### config.mk
export PLATFORM = sky130hd
export DESIGN_NAME = branch_resolve_unit_flat
export DESIGN_NICKNAME = d
export VERILOG_FILES = /design/src/rtl/branch_resolve_unit_pkg.sv /design/src/rtl/branch_resolve_unit_if.sv /design/src/rtl/branch_resolve_unit_pred_meta_stage.sv /design/src/rtl/branch_resolve_unit.sv /design/src/flat_wrapper.sv
export SDC_FILE = /design/constraint.sdc
export NUM_CORES = 1
export LEC_CHECK = 0
export ABC_AREA = 1
export BUFFER_PORTS_ARGS = -buffer_cell sky130_fd_sc_hd__buf_2
export CORE_MARGIN = 2
export CORE_UTILIZATION = 55
export DETAILED_ROUTE_END_ITERATION = 7
export GPL_TIMING_DRIVEN = 0
export PLACE_DENSITY = 0.79
export SYNTH_ARGS = -nofsm -noshare
export SYNTH_HDL_FRONTEND = slang
export SYNTH_SLANG_ARGS = --single-unit
export TNS_END_PERCENT = 30
### constraint.sdc
create_clock -name clk -period 2.84 [get_ports clk]
set_clock_uncertainty 0.1 [all_clocks]
set_input_delay 0.426 -clock clk [delete_from_list [all_inputs] [get_ports clk]]
set_output_delay 0.426 -clock clk [all_outputs]
set_load 0.05 [all_outputs]
### src/rtl/branch_resolve_unit_pkg.sv
// branch_resolve_unit_pkg: shared prediction metadata type, constants and saturating increment.
package branch_resolve_unit_pkg;
    localparam logic [31:0] PC_INC = 32'd4;
    localparam int CNT_W = 32;
    typedef struct packed {
        logic        valid;
        logic [31:0] pc;
        logic        pred_taken;
        logic [31:0] pred_target;
    } pred_meta_t;
    function automatic logic [CNT_W-1:0] sat_inc(input logic [CNT_W-1:0] v, input logic en);
        return (en && !(&v)) ? v + CNT_W'(1) : v;
    endfunction
endpackage

### src/rtl/branch_resolve_unit_if.sv
// branch_resolve_unit_if: fetch/execute inputs and BHT/redirect/statistics outputs of the resolve unit.
interface branch_resolve_unit_if #(parameter int BHT_ADDR_LEN = 7);
    logic                    stall;
    logic [31:0]             if_pc;
    logic                    if_pred_taken;
    logic [31:0]             if_pred_target;
    logic                    ex_is_br;
    logic                    ex_br_taken;
    logic [31:0]             ex_br_target;
    logic                    bht_we;
    logic [BHT_ADDR_LEN-1:0] bht_waddr;
    logic                    bht_taken;
    logic                    flush;
    logic [31:0]             redirect_pc;
    logic [31:0]             br_cnt;
    logic [31:0]             miss_cnt;
    modport master (
        output stall, if_pc, if_pred_taken, if_pred_target, ex_is_br, ex_br_taken, ex_br_target,
        input  bht_we, bht_waddr, bht_taken, flush, redirect_pc, br_cnt, miss_cnt
    );
    modport slave (
        input  stall, if_pc, if_pred_taken, if_pred_target, ex_is_br, ex_br_taken, ex_br_target,
        output bht_we, bht_waddr, bht_taken, flush, redirect_pc, br_cnt, miss_cnt
    );
endinterface

### src/rtl/branch_resolve_unit_pred_meta_stage.sv
// pred_meta_stage: one pipeline register of prediction metadata; holds on stall, bubbles on flush.
module pred_meta_stage
    import branch_resolve_unit_pkg::*;
(
    input  logic       clk,
    input  logic       rst,
    input  logic       i_stall,
    input  logic       i_flush,
    input  pred_meta_t i_d,
    output pred_meta_t o_q
);
    pred_meta_t r_q;
    always_ff @(posedge clk) begin
        if (rst)
            r_q <= '0;
        else if (!i_stall)
            r_q <= i_flush ? '0 : i_d;
    end
    assign o_q = r_q;
endmodule

### src/rtl/branch_resolve_unit.sv
// branch_resolve_unit: carries predictions to EX, detects mispredicts, drives BHT update, flush, redirect and stats.
module branch_resolve_unit
    import branch_resolve_unit_pkg::*;
#(
    parameter int BHT_ADDR_LEN = 7
) (
    input  logic                 clk,
    input  logic                 rst,
    branch_resolve_unit_if.slave io_bus
);
    pred_meta_t       w_if_meta;
    pred_meta_t       w_id;
    pred_meta_t       w_m;
    logic             w_go;
    logic             w_br_miss;
    logic             w_alias_miss;
    logic             w_flush;
    logic             w_bht_we;
    logic [CNT_W-1:0] r_br_cnt;
    logic [CNT_W-1:0] r_miss_cnt;

    assign w_if_meta = '{valid: 1'b1, pc: io_bus.if_pc, pred_taken: io_bus.if_pred_taken,
                         pred_target: io_bus.if_pred_target};

    pred_meta_stage u_if_id (
        .clk(clk), .rst(rst), .i_stall(io_bus.stall), .i_flush(w_flush), .i_d(w_if_meta), .o_q(w_id)
    );
    pred_meta_stage u_id_ex (
        .clk(clk), .rst(rst), .i_stall(io_bus.stall), .i_flush(w_flush), .i_d(w_id), .o_q(w_m)
    );

    assign w_go         = w_m.valid & ~io_bus.stall;
    assign w_br_miss    = w_go & io_bus.ex_is_br & ((w_m.pred_taken != io_bus.ex_br_taken) |
                          (io_bus.ex_br_taken & (w_m.pred_target != io_bus.ex_br_target)));
    assign w_alias_miss = w_go & ~io_bus.ex_is_br & w_m.pred_taken;
    assign w_flush      = w_br_miss | w_alias_miss;
    assign w_bht_we     = w_go & io_bus.ex_is_br;

    assign io_bus.flush       = w_flush;
    assign io_bus.redirect_pc = (io_bus.ex_br_taken & io_bus.ex_is_br) ? io_bus.ex_br_target : w_m.pc + PC_INC;
    assign io_bus.bht_we      = w_bht_we;
    assign io_bus.bht_waddr   = w_m.pc[BHT_ADDR_LEN+1:2];
    assign io_bus.bht_taken   = io_bus.ex_br_taken;

    always_ff @(posedge clk) begin
        if (rst) begin
            r_br_cnt   <= '0;
            r_miss_cnt <= '0;
        end else begin
            r_br_cnt   <= sat_inc(r_br_cnt, w_bht_we);
            r_miss_cnt <= sat_inc(r_miss_cnt, w_flush);
        end
    end

    assign io_bus.br_cnt   = r_br_cnt;
    assign io_bus.miss_cnt = r_miss_cnt;
endmodule

### src/flat_wrapper.sv
// flat-port wrapper written by rule: the top's interface ports become plain ports
module branch_resolve_unit_flat import branch_resolve_unit_pkg::*;
#(
    parameter int BHT_ADDR_LEN = 7
)
  (clk, rst, io_bus_stall, io_bus_if_pc, io_bus_if_pred_taken, io_bus_if_pred_target, io_bus_ex_is_br, io_bus_ex_br_taken, io_bus_ex_br_target, io_bus_bht_we, io_bus_bht_waddr, io_bus_bht_taken, io_bus_flush, io_bus_redirect_pc, io_bus_br_cnt, io_bus_miss_cnt);
  branch_resolve_unit_if #(.BHT_ADDR_LEN(BHT_ADDR_LEN)) io_bus_i ();
  input  logic clk;
  input  logic rst;
  input wire logic [$bits(io_bus_i.stall)-1:0] io_bus_stall;
  input wire logic [$bits(io_bus_i.if_pc)-1:0] io_bus_if_pc;
  input wire logic [$bits(io_bus_i.if_pred_taken)-1:0] io_bus_if_pred_taken;
  input wire logic [$bits(io_bus_i.if_pred_target)-1:0] io_bus_if_pred_target;
  input wire logic [$bits(io_bus_i.ex_is_br)-1:0] io_bus_ex_is_br;
  input wire logic [$bits(io_bus_i.ex_br_taken)-1:0] io_bus_ex_br_taken;
  input wire logic [$bits(io_bus_i.ex_br_target)-1:0] io_bus_ex_br_target;
  output wire logic [$bits(io_bus_i.bht_we)-1:0] io_bus_bht_we;
  output wire logic [$bits(io_bus_i.bht_waddr)-1:0] io_bus_bht_waddr;
  output wire logic [$bits(io_bus_i.bht_taken)-1:0] io_bus_bht_taken;
  output wire logic [$bits(io_bus_i.flush)-1:0] io_bus_flush;
  output wire logic [$bits(io_bus_i.redirect_pc)-1:0] io_bus_redirect_pc;
  output wire logic [$bits(io_bus_i.br_cnt)-1:0] io_bus_br_cnt;
  output wire logic [$bits(io_bus_i.miss_cnt)-1:0] io_bus_miss_cnt;
  assign io_bus_i.stall = io_bus_stall;
  assign io_bus_i.if_pc = io_bus_if_pc;
  assign io_bus_i.if_pred_taken = io_bus_if_pred_taken;
  assign io_bus_i.if_pred_target = io_bus_if_pred_target;
  assign io_bus_i.ex_is_br = io_bus_ex_is_br;
  assign io_bus_i.ex_br_taken = io_bus_ex_br_taken;
  assign io_bus_i.ex_br_target = io_bus_ex_br_target;
  assign io_bus_bht_we = io_bus_i.bht_we;
  assign io_bus_bht_waddr = io_bus_i.bht_waddr;
  assign io_bus_bht_taken = io_bus_i.bht_taken;
  assign io_bus_flush = io_bus_i.flush;
  assign io_bus_redirect_pc = io_bus_i.redirect_pc;
  assign io_bus_br_cnt = io_bus_i.br_cnt;
  assign io_bus_miss_cnt = io_bus_i.miss_cnt;
  branch_resolve_unit #(.BHT_ADDR_LEN(BHT_ADDR_LEN)) u_core (.clk(clk), .rst(rst), .io_bus(io_bus_i));
endmodule
==> load_flow_metrics.sql, run 1 <==
INSERT INTO impl_metrics (metric_group, metric, value, unit) VALUES
('run_status', 'status', 'finished, violations left', ''),
('run_status', 'failing_checks', 'setup timing', ''),
('logic_synthesis', 'syn-cell-area', '10100', 'µm²'),
('routing', 'firstDrtPassIters', '5', ''),
('critical_path', 'crit_path_max_fanout', '5', ''),
('layout', 'layout.cells.most_common', 'sky130_fd_sc_hd__nand2_1', ''),
('floorplan', 'dieHeight', '139', 'µm'),
('place', 'placed_cells_incl_taps', '1920', ''),
('logic_synthesis', 'synth_cell_types', '40', ''),
('floorplan', 'fp.dieArea', '19400', 'µm²'),
('routing', 'totalWireLength', '32400', 'µm'),
('floorplan', 'floorplan.rows', '49', ''),
('routing', 'total_via_count_in_the_routed_design', '11008', ''),
('global_route', 'grt_pass1_wl', '51400', 'µm'),
('layout', 'drive_gt1_share', '19.7', '%'),
('hold_path', 'min_delay_worst_type', 'input pin to flop', ''),
('critical_path', 'worstPathCellList', 'nand2_1 > nor2_2 > nand4_1 > buf_4 > nor3_1 > xor2_1 > nand2_1 > o21ai_0 > buf_4', ''),
('global_route', 'grt.overflow.total', '0', ''),
('logic_synthesis', 'syn-mean-instance-area', '6.79', 'µm²'),
('logic_synthesis', 'post_synth_main_area_contributors', 'sky130_fd_sc_hd__dfxtp_1 39%, sky130_fd_sc_hd__nand2_1 14%, sky130_fd_sc_hd__nand4_1 9.6%, sky130_fd_sc_hd__a21oi_1 9.0%, sky130_fd_sc_hd__nor2_1 4.8%', ''),
('critical_path', 'startpoint_type', 'flop', ''),
('critical_path', 'path_class', 'flop to output pin', ''),
('place', 'detailed_place.area', '11400', 'µm²'),
('logic_synthesis', 'synth-seq-area-share', '38.9', '%'),
('global_route', 'antenna_violations_before_repair', '1', ''),
('global_route', 'first_global_vias', '9932', ''),
('pwr', 'vdd.ir_drop.worst', '815', 'µV'),
('place', 'dpl.hpwl', '24500', 'µm'),
('floorplan', 'die_w', '139', 'µm'),
('global_route', 'grt_usage', '32.8', '%'),
('pwr', 'power.switching_fraction', '28.0', '%'),
('logic_synthesis', 'synth_warn', '0', ''),
('pwr', 'share_comb_of_total_power', '11.1', '%'),
('pwr', 'total_switching_power', '1.71', 'mW'),
('routing', 'vias_per_cell', '5.60', ''),
('critical_path', 'critPathTopFamily', 'simple AND/OR/NAND/NOR gates', ''),
('sta', 'final-hold-violation-count', '0', ''),
('layout', 'multi_input_area', '5370', 'µm²'),
('routing', 'detail_route.drc_violations', '0', ''),
('sta', 'min_period', '2900', 'ps'),
('routing', 'detail_route.wl_per_cell', '16.5', 'µm'),
('layout', 'nNetsFinal', '1826', ''),
('logic_synthesis', 'synth_largest_type_area_fraction', '38.9', '%'),
('cts', 'clock_insertion_delay_worst_skew', '450', 'ps'),
('layout', 'num-fill-cells', '1613', ''),
('layout', 'instances_no_fill', '1964', ''),
('critical_path', 'arrival_time_reported_for_the_critical_path_endpoint', '2380', 'ps'),
('logic_synthesis', 'yosysTopAreaCell', 'sky130_fd_sc_hd__dfxtp_1', ''),
('floorplan', 'design.core.area', '18000', 'µm²'),
('pwr', 'cellPowerDensity', '495', 'nW/µm²'),
('sta', 'timing.max_slew.rel_slack', '43.1', '%'),
('cts', 'clk_transition_reported_paths', '80', 'ps'),
('sta', 'setup_violations', '6', ''),
('cts', 'tritoncts', 'yes', ''),
('pwr', 'power.leakage', '5.25', 'nW'),
('pwr', 'power_report.internal_total', '4.40', 'mW'),
('place', 'gpl.final_weighted_congestion', '1.01', ''),
('critical_path', 'critical_path.slowest_cell', 'sky130_fd_sc_hd__dfxtp_1', ''),
('cts', 'cts_sinks', '196', ''),
('routing', 'initialDrtViolationCount', '785', ''),
('routing', 'antenna_violating_nets_post_route', '0', ''),
('sta', 'timing.final.max_slew_violations', '0', ''),
('logic_synthesis', 'syn-num-nets', '1591', ''),
('logic_synthesis', 'number_of_synthesized_register_bits', '196', ''),
('place', 'buffers_on_ports', '205', ''),
('layout', 'utilization', '68.7', '%'),
('cts', 'holdBufCountCts', '0', ''),
('layout', 'post-route-cell-area', '12300', 'µm²'),
('critical_path', 'critical_path.endpoint_type', 'output pin', ''),
('sta', 'setup_ws', '-61.7', 'ps'),
('sta', 'fmax', '345', 'MHz');
power by group through the flow:
stage	logic (mW)	clock network (mW)	registers [mW]
final	0.680	2.53	2.90
after global routing	0.740	2.66	2.91
after CTS	0.663	2.55	2.89
after detailed placement	0.648	0	2.96
after global placement	0.640	0	2.96
after floorplan	0.420	0	2.94
logic make-up after synthesis:
logic type / count (synthesis) / share of synthesized area [%]
DFF: 196 / 38.9
buffers and inverters: 220 / 9.15
xor gates and xnor gates: 44 / 3.82
AOI/OAI and AO/OA: 241 / 12.2
adders and majority gates: 3 / 0.372
and+or+nand+nor: 782 / 35.6
worst register-to-register path, stage by stage, from the launching register on:
cell                       delay, ps
sky130_fd_sc_hd__dfxtp_1         390
sky130_fd_sc_hd__nand2_1         100
sky130_fd_sc_hd__o21bai_1        160
sky130_fd_sc_hd__nor2_1          120
sky130_fd_sc_hd__nand2_1          60
sky130_fd_sc_hd__nor2_1          130
sky130_fd_sc_hd__nand3_1         140
sky130_fd_sc_hd__nand2_4         190
sky130_fd_sc_hd__buf_4           280
sky130_fd_sc_hd__buf_4           200
sky130_fd_sc_hd__nand4_1         180
sky130_fd_sc_hd__a21oi_1         180
routing by layer:
| layer | global-route usage (%) | vias up | share of wire [%] |
|---|---|---|---|
| met4 | 10.2 | 0 | 3.0 |
| met5 | 0 | - | 0 |
| met3 | 8.53 | 72 | 8.5 |
| met1 | 41.5 | 5023 | 42 |
| met2 | 55.2 | 473 | 47 |
| li1 | - | 5440 | - |
stage by stage:
stage	worst slack (ps)	hold WS (ps)
after floorplan	103	336
after global placement	-26.7	346
after detailed placement	-50.0	357
after CTS	-121	135
after global routing	-160	144
final	-61.7	150
layout make-up:
cell class              count  share of cell area [%]
diodes                      1                  0.0203
plain buffers             100                    3.83
clock buffers              17                    3.45
clock inverters            15                    1.54
inverters                 119                    3.62
multi-input cells        1070                    43.5
flip-flops and latches    196                    32.0
well taps                 229                    2.32
repair buffers            217                    9.71
path summary, 6_finish.rpt:
path                            end  cells after the start  slack [ps]                    from
max          io_bus_redirect_pc[23]                      9         -60  u_core.u_id_ex.o_q[51]
min          u_core.u_if_id.o_q[42]                      3         150         io_bus_if_pc[9]
max reg2reg  u_core.u_if_id.o_q[33]                     11         540  u_core.u_id_ex.o_q[32]
min reg2reg   u_core.u_id_ex.o_q[3]                      2         370   u_core.u_id_ex.o_q[3]
registers in the layout (all words and copies together) (netlist names):
register and flops:
u_core.io_bus.br_cnt 32, u_core.io_bus.miss_cnt 32, u_core.u_id_ex.o_q 66, u_core.u_if_id.o_q 66
timing repair:
| action | 4_1_cts | 5_1_grt |
|---|---|---|
| pin swaps | 8 | 16 |
| resized for setup | 37 | 42 |
| setup endpoints to repair | 15 | 18 |
| setup buffers | 7 | 5 |
cell usage after synthesis, drive strengths merged:
cell    instances
clkinv          1
clkbuf         64
nor3           29
or2             1
and2            1
a211oi          1
nor4            2
a31o            1
a31oi           1
inv           118
o21bai          1
nand3b          4
nand2         382
o21a            2
nand3          69
nor2          136
a21oi         183
dfxtp         196
o31ai           1
xor2           27
o22ai           1
o21ai          50
nor3b           2
buf            37
nand4         156
ha              3
xnor2          17
No activity file was read; power rests on OpenSTA's default activity.
==> run 2, diff against run 1 <==
--- a/config.mk
+++ b/config.mk
@@ -12,6 +12,7 @@
 export DETAILED_ROUTE_END_ITERATION = 7
 export GPL_TIMING_DRIVEN = 0
 export PLACE_DENSITY = 0.79
+export SETUP_SLACK_MARGIN = 0.02
 export SYNTH_ARGS = -nofsm -noshare
 export SYNTH_HDL_FRONTEND = slang
 export SYNTH_SLANG_ARGS = --single-unit
==> load_flow_metrics.sql, run 2 (synthesis gave the netlist of run 1 again) <==
INSERT INTO impl_metrics (metric_group, metric, value, unit) VALUES
('run_status', 'status', 'finished, violations left', ''),
('run_status', 'failing_checks', 'setup timing', ''),
('pwr', 'total_switching_power', '1.72', 'mW'),
('floorplan', 'num_io_pins', '208', ''),
('pwr', 'clock_power_share', '41.5', '%'),
('place', 'dpl.hpwl', '24500', 'µm'),
('global_route', 'grt.overflow.total', '0', ''),
('cts', 'cts_sinks', '196', ''),
('global_route', 'grt_usage', '32.8', '%'),
('pwr', 'power_report.internal_total', '4.40', 'mW'),
('global_route', 'grt_start_max_net_pins', '20', ''),
('cts', 'htree_num_levels', '4', ''),
('critical_path', 'crit_path_max_fanout', '3', ''),
('flow_run', 'max-cap-violations', '0', ''),
('layout', 'most-common-layout-cells', '371 x sky130_fd_sc_hd__nand2_1, 195 x sky130_fd_sc_hd__buf_2, 184 x sky130_fd_sc_hd__dfxtp_1', ''),
('sta', 'min_period', '2890', 'ps'),
('routing', 'detail_route.drc_violations', '0', ''),
('routing', 'detail_route.wl_per_cell', '16.5', 'µm'),
('cts', 'ctsLongestPathBuffers', '2', ''),
('layout', 'nNetsFinal', '1826', ''),
('cts', 'tritoncts', 'yes', ''),
('global_route', 'grt_pass1_wl', '51400', 'µm'),
('sta', 'final_worst_path_cycle_share', '102', '%'),
('sta', 'worst_slew_pin_slew', '874', 'ps'),
('pwr', 'power.switching_fraction', '28.1', '%'),
('layout', 'utilization', '68.7', '%'),
('critical_path', 'critPathRequiredTime', '2310', 'ps'),
('routing', 'totalWireLength', '32400', 'µm'),
('global_route', 'first_global_vias', '9928', ''),
('layout', 'instances_no_fill', '1964', ''),
('place', 'dpl_worst_slack', '-50.0', 'ps'),
('sta', 'timing.final.max_slew_violations', '0', ''),
('critical_path', 'reg2reg_slack', '540', 'ps'),
('critical_path', 'critical_path.endpoint_type', 'output pin', ''),
('floorplan', 'dieHeight', '139', 'µm'),
('layout', 'area_added_between_synthesis_and_finish', '22.3', '%'),
('sta', 'setup_ws', '-52.5', 'ps'),
('sta', 'timing.max_slew.rel_slack', '41.8', '%'),
('pwr', 'seq_power_share', '47.4', '%'),
('floorplan', 'floorplan.rows', '49', ''),
('sta', 'fmax', '346', 'MHz'),
('pwr', 'share_comb_of_total_power', '11.1', '%'),
('layout', 'num-fill-cells', '1615', ''),
('floorplan', 'design.core.area', '18000', 'µm²'),
('critical_path', 'critical_path.slowest_cell', 'sky130_fd_sc_hd__dfxtp_4', ''),
('cts', 'cts-buffers-inserted', '17', ''),
('critical_path', 'path_class', 'flop to output pin', ''),
('floorplan', 'initial_core_util', '56.2', '%'),
('layout', 'drive_gt1_share', '19.8', '%'),
('routing', 'total_via_count_in_the_routed_design', '10981', ''),
('hold_path', 'holdPathStages', '3', ''),
('routing', 'firstDrtPassIters', '5', ''),
('routing', 'vias_per_cell', '5.59', ''),
('place', 'placed_cells_incl_taps', '1920', ''),
('cts', 'clock_insertion_delay_worst_skew', '440', 'ps'),
('critical_path', 'worst_path_largest_cell_delay', '380', 'ps'),
('global_route', 'antenna_violations_before_repair', '1', ''),
('cts', 'holdBufCountCts', '0', ''),
('pwr', 'power.leakage', '5.25', 'nW'),
('pwr', 'vdd.ir_drop.worst', '820', 'µV'),
('pwr', 'cellPowerDensity', '495', 'nW/µm²'),
('floorplan', 'die_w', '139', 'µm'),
('critical_path', 'arrival_time_reported_for_the_critical_path_endpoint', '2370', 'ps'),
('critical_path', 'worstPathCellList', 'ha_4 > nand2_4 > nor3_4 > nand2_2 > nor2_4 > nand2_4 > nor2_4 > nand2_2 > nor2_1 > xor2_1 > nand2_1 > nand2_1 > buf_6', ''),
('hold_path', 'min_delay_worst_type', 'input pin to flop', ''),
('place', 'buffers_on_ports', '205', ''),
('routing', 'initialDrtViolationCount', '816', ''),
('sta', 'final-hold-violation-count', '0', ''),
('critical_path', 'reg2regPathDepth', '11', ''),
('cts', 'root_buffer', 'sky130_fd_sc_hd__clkbuf_16', ''),
('floorplan', 'fp.dieArea', '19400', 'µm²'),
('critical_path', 'startpoint_type', 'flop', ''),
('layout', 'layout.cells.most_common', 'sky130_fd_sc_hd__nand2_1', ''),
('cts', 'clk_transition_reported_paths', '80', 'ps'),
('sta', 'setup_violations', '4', ''),
('sta', 'setup_repair_after_global_routing_missed_its_margin', 'yes', ''),
('place', 'gpl.final_weighted_congestion', '1.01', ''),
('routing', 'antenna_violating_nets_post_route', '0', '');
run 2: cell count changes in the layout (fill, tap and decap cells not counted):
cell	delta
sky130_fd_sc_hd__buf_4	+1
sky130_fd_sc_hd__clkbuf_4	-1
sky130_fd_sc_hd__nor2_1	-1
sky130_fd_sc_hd__nor2_2	+1
run 2: path summary, 6_finish.rpt:
| check | to | startpoint |
|---|---|---|
| worst min-delay path | u_core.u_if_id.o_q[2] | io_bus_if_pred_target[2] |
| worst min register to register | u_core.u_if_id.o_q[38] | u_core.u_if_id.o_q[38] |
| worst max-delay path | io_bus_redirect_pc[26] | u_core.u_id_ex.o_q[35] |
| worst max register to register | u_core.u_if_id.o_q[33] | u_core.u_id_ex.o_q[32] |
run 2: through the flow:
stage	hold slack [ps]	TNS [ps]	power (mW)	instance area, µm²
floorplan	336	0	3.36	10100
detailed placement	357	-50.0	3.60	11400
CTS	135	-314	6.11	12200
finish	150	-160	6.11	12300
global route	144	-1110	6.30	12300
global placement	346	-26.7	3.60	11400
run 2: power groups by stage:
stage | logic [mW] | registers [mW] | clock network [mW]
finish | 0.681 | 2.90 | 2.54
CTS | 0.665 | 2.89 | 2.55
floorplan | 0.420 | 2.94 | 0
global placement | 0.640 | 2.96 | 0
detailed placement | 0.648 | 2.96 | 0
global route | 0.740 | 2.91 | 2.66
run 2: critical path, delay by kind of cell, from the launching register on:
family / cells / cell delay [ps]
xor+xnor: 1 / 170
buf+inv: 1 / 160
simple gates: 10 / 1050
flops: 1 / 380
fa+ha+maj: 1 / 150
run 2: what timing repair did:
| action | CTS | global route |
|---|---|---|
| gates resized for setup | 40 | 41 |
| pin swaps | 8 | 16 |
| buffers inserted | 7 | 5 |
| endpoints found under the setup margin | 18 | 18 |
run 2: metal layers:
| metal | routed length, µm | global-route usage [%] |
|---|---|---|
| met4 | 940 | 10.5 |
| met2 | 15100 | 54.9 |
| met1 | 13500 | 41.5 |
| met5 | 0 | 0 |
| met3 | 2770 | 8.53 |
run 2: area by class of cell:
type / instances / area (µm²) / area share, %
repair buffers: 217 / 1200 / 9.70
clock inverters: 15 / 190 / 1.54
clock buffers: 17 / 425 / 3.45
multi-input cells: 1070 / 5370 / 43.6
inverters: 119 / 447 / 3.62
flip-flops and latches: 196 / 3940 / 32.0
well taps: 229 / 287 / 2.32
diodes: 1 / 2.50 / 0.0203
plain buffers: 100 / 473 / 3.83
==> run 3, diff against run 2 <==
--- a/config.mk
+++ b/config.mk
@@ -5,13 +5,13 @@
 export SDC_FILE = /design/constraint.sdc
 export NUM_CORES = 1
 export LEC_CHECK = 0
-export ABC_AREA = 1
+export ABC_AREA = 0
 export BUFFER_PORTS_ARGS = -buffer_cell sky130_fd_sc_hd__buf_2
 export CORE_MARGIN = 2
-export CORE_UTILIZATION = 55
+export CORE_UTILIZATION = 57
 export DETAILED_ROUTE_END_ITERATION = 7
 export GPL_TIMING_DRIVEN = 0
-export PLACE_DENSITY = 0.79
+export PLACE_DENSITY = 0.84
 export SETUP_SLACK_MARGIN = 0.02
 export SYNTH_ARGS = -nofsm -noshare
 export SYNTH_HDL_FRONTEND = slang
==> constraint.sdc (replaced) <==
create_clock -name clk -period 3.5 [get_ports clk]
set_clock_uncertainty 0.1 [all_clocks]
set_input_delay 0.525 -clock clk [delete_from_list [all_inputs] [get_ports clk]]
set_output_delay 0.525 -clock clk [all_outputs]
set_load 0.05 [all_outputs]
==> load_flow_metrics.sql, run 3 <==
INSERT INTO impl_metrics (metric_group, metric, value, unit) VALUES
('critical_path', 'arrival_time_reported_for_the_critical_path_endpoint', '2810', 'ps'),
('sta', 'final-hold-violation-count', '0', ''),
('sta', 'worst_slew_pin_slew', '821', 'ps'),
('flow_run', 'max-cap-violations', '0', ''),
('critical_path', 'path_class', 'flop to output pin', ''),
('sta', 'setup_violations', '0', ''),
('logic_synthesis', 'syn-cell-area', '8390', 'µm²'),
('sta', 'timing.max_slew.rel_slack', '44.8', '%'),
('place', 'buffers_on_ports', '207', ''),
('pwr', 'vdd.ir_drop.worst', '462', 'µV'),
('layout', 'nNetsFinal', '1224', ''),
('routing', 'antenna_violating_nets_post_route', '0', ''),
('layout', 'most-common-layout-cells', '208 x sky130_fd_sc_hd__buf_2, 195 x sky130_fd_sc_hd__dfxtp_1, 131 x sky130_fd_sc_hd__a22o_1', ''),
('layout', 'area_added_between_synthesis_and_finish', '23.7', '%'),
('sta', 'fmax', '291', 'MHz'),
('logic_synthesis', 'netlist_instances', '888', ''),
('logic_synthesis', 'synth_ff_type', 'sky130_fd_sc_hd__dfxtp_1', ''),
('global_route', 'grt_usage', '29.7', '%'),
('global_route', 'grt_pass1_wl', '37200', 'µm'),
('global_route', 'antenna_violations_before_repair', '0', ''),
('logic_synthesis', 'synth_most_common_cell', 'sky130_fd_sc_hd__dfxtp_1', ''),
('floorplan', 'die_w', '125', 'µm'),
('logic_synthesis', 'synth_warn', '0', ''),
('critical_path', 'worstPathCellList', 'ha_1 > nand3_1 > nor2_1 > nand4_1 > xor2_1 > o21ai_0 > buf_2', ''),
('global_route', 'grt.overflow.total', '0', ''),
('logic_synthesis', 'synth-seq-area-share', '46.7', '%'),
('critical_path', 'worst_path_largest_cell_delay', '460', 'ps'),
('logic_synthesis', 'synth_cell_types', '45', ''),
('sta', 'timing.final.max_slew_violations', '0', ''),
('place', 'gpl.final_weighted_congestion', '0.938', ''),
('place', 'placed_cells_incl_taps', '1279', ''),
('global_route', 'first_global_vias', '7301', ''),
('critical_path', 'crit_start', 'u_core.u_id_ex.o_q[36]', ''),
('logic_synthesis', 'asyncSetResetFlopFracSynth', '0', '%'),
('floorplan', 'initial_core_util', '58.0', '%'),
('sta', 'min_period', '3440', 'ps'),
('layout', 'num_antenna_cells', '0', ''),
('layout', 'layout.cells.most_common', 'sky130_fd_sc_hd__buf_2', ''),
('sta', 'final_worst_path_cycle_share', '98.3', '%'),
('layout', 'num-fill-cells', '1110', ''),
('cts', 'cts-buffers-inserted', '17', ''),
('logic_synthesis', 'yosysTopAreaCell', 'sky130_fd_sc_hd__dfxtp_1', ''),
('sta', 'tns', '0', 'ps'),
('routing', 'vias_per_cell', '5.94', ''),
('critical_path', 'critPathRequiredTime', '2870', 'ps'),
('logic_synthesis', 'synth.cells.most_frequent', '196 x sky130_fd_sc_hd__dfxtp_1, 131 x sky130_fd_sc_hd__a22o_1, 63 x sky130_fd_sc_hd__nand2_1, 62 x sky130_fd_sc_hd__xor2_1, 53 x sky130_fd_sc_hd__nor2_1', ''),
('run_status', 'status', 'complete, no violations', ''),
('logic_synthesis', 'synth_largest_type_area_fraction', '46.7', '%'),
('hold_path', 'min_delay_worst_type', 'input pin to flop', ''),
('floorplan', 'floorplan.rows', '44', ''),
('routing', 'firstDrtPassIters', '5', ''),
('layout', 'drive_gt1_share', '25.7', '%'),
('routing', 'totalWireLength', '23700', 'µm'),
('pwr', 'power.leakage', '4.41', 'nW'),
('cts', 'clk_transition_reported_paths', '70', 'ps'),
('floorplan', 'dieHeight', '125', 'µm'),
('routing', 'total_via_count_in_the_routed_design', '7823', ''),
('hold_path', 'worstHoldStart', 'io_bus_if_pred_target[18]', ''),
('pwr', 'cellPowerDensity', '478', 'nW/µm²'),
('critical_path', 'crit_path_max_fanout', '5', ''),
('critical_path', 'critPathTopFamily', 'simple AND/OR/NAND/NOR gates', ''),
('layout', 'post-route-cell-area', '10400', 'µm²'),
('logic_synthesis', 'syn-num-nets', '993', ''),
('cts', 'clock_insertion_delay_worst_skew', '430', 'ps'),
('logic_synthesis', 'syn-mean-instance-area', '9.45', 'µm²'),
('logic_synthesis', 'post_synth_main_area_contributors', 'sky130_fd_sc_hd__dfxtp_1 47%, sky130_fd_sc_hd__a22o_1 14%, sky130_fd_sc_hd__xor2_1 6.5%, sky130_fd_sc_hd__o21ai_0 3.0%, sky130_fd_sc_hd__nand2_1 2.8%', ''),
('critical_path', 'startpoint_type', 'flop', ''),
('routing', 'detail_route.wl_per_cell', '18.0', 'µm'),
('global_route', 'grt_start_max_net_pins', '17', ''),
('place', 'dpl.hpwl', '17300', 'µm'),
('cts', 'tritoncts', 'yes', ''),
('sta', 'finalHoldWorstSlack', '209', 'ps'),
('cts', 'root_buffer', 'sky130_fd_sc_hd__clkbuf_16', ''),
('critical_path', 'critical_path.slowest_cell', 'sky130_fd_sc_hd__dfxtp_1', ''),
('cts', 'ctsLongestPathBuffers', '2', ''),
('floorplan', 'design.core.area', '14500', 'µm²'),
('floorplan', 'num_io_pins', '208', ''),
('floorplan', 'fp.dieArea', '15700', 'µm²'),
('routing', 'initialDrtViolationCount', '605', ''),
('layout', 'instances_no_fill', '1316', ''),
('logic_synthesis', 'number_of_synthesized_register_bits', '196', ''),
('logic_synthesis', 'synth_edf_count', '0', ''),
('cts', 'cts_sinks', '196', ''),
('cts', 'htree_num_levels', '4', ''),
('routing', 'detail_route.drc_violations', '0', ''),
('critical_path', 'critical_path.endpoint_type', 'output pin', ''),
('critical_path', 'cp.buffers_inverters', '1', ''),
('place', 'detailed_place.area', '9660', 'µm²'),
('critical_path', 'critical_r2r_launch', 'u_core.io_bus.miss_cnt[0]', '');
run 3: cell count changes after synthesis, sizes merged, moves of 83 or more:
cell   change
a21oi    -152
nor2      -83
nand2    -319
nand4    -127
inv      -111
a22o     +131
run 3: final timing paths:
| check | end | slack [ps] | cells past startpoint |
|---|---|---|---|
| hold reg to reg | u_core.u_id_ex.o_q[65] | 370 | 1 |
| hold / removal | u_core.u_if_id.o_q[18] | 210 | 2 |
| setup reg to reg | u_core.io_bus.miss_cnt[1] | 460 | 11 |
| setup / recovery | io_bus_redirect_pc[18] | 60 | 7 |
run 3: what timing repair did:
action	in CTS	in global routing
pin swaps	0	1
hold buffers	0	0
buffers inserted	0	5
gates resized for setup	3	7
endpoints found under the hold margin	0	0
endpoints found under the setup margin	5	18
run 3: kinds of logic (layout without fill, tap and decap cells):
kind of cell | after synthesis | after routing | synth area share, %
simple gates | 300 | 300 | 18.9
compound gates | 225 | 225 | 19.7
flops | 196 | 196 | 46.7
xor+xnor | 85 | 85 | 8.87
buf+inv | 70 | 314 | 4.05
mux | 9 | 9 | 1.19
fa+ha+maj | 3 | 3 | 0.447
run 3: per-layer routing:
layer	track usage, %	share of wire [%]	wire length [µm]
met5	0	0	0
met4	11.6	3.2	760
met3	6.76	8.2	1940
met2	49.6	48	11300
met1	37.3	41	9700
run 3: per-stage QoR:
stage | utilization (%) | power, mW | setup slack, ps
2_1_floorplan | - | 2.68 | 205
5_1_grt | 71.7 | 5.10 | -33.4
4_1_cts | 71.3 | 4.97 | 23.4
3_5_place_dp | 66.7 | 2.86 | 208
3_3_place_gp | 66.7 | 2.85 | 286
6_report | 71.7 | 4.96 | 61.0
run 3: power breakdown:
group | leakage (nW) | internal, mW | switching, mW | total [mW]
combinational | 2.50 | 0.169 | 0.293 | 0.462
clock | 0.312 | 1.29 | 0.843 | 2.14
sequential | 1.60 | 2.30 | 0.0600 | 2.36
total | 4.41 | 3.77 | 1.20 | 4.96
run 3: area by class of cell:
cell class,count,area (µm²),area share (%)
multi-input combinational,622,4150,40.0
clock buffer,21,450,4.34
sequential,196,3930,37.8
clock inverter,11,198,1.90
tap,184,230,2.22
inverter,7,26.3,0.253
timing repair buffer,212,1080,10.4
buffer,63,314,3.03
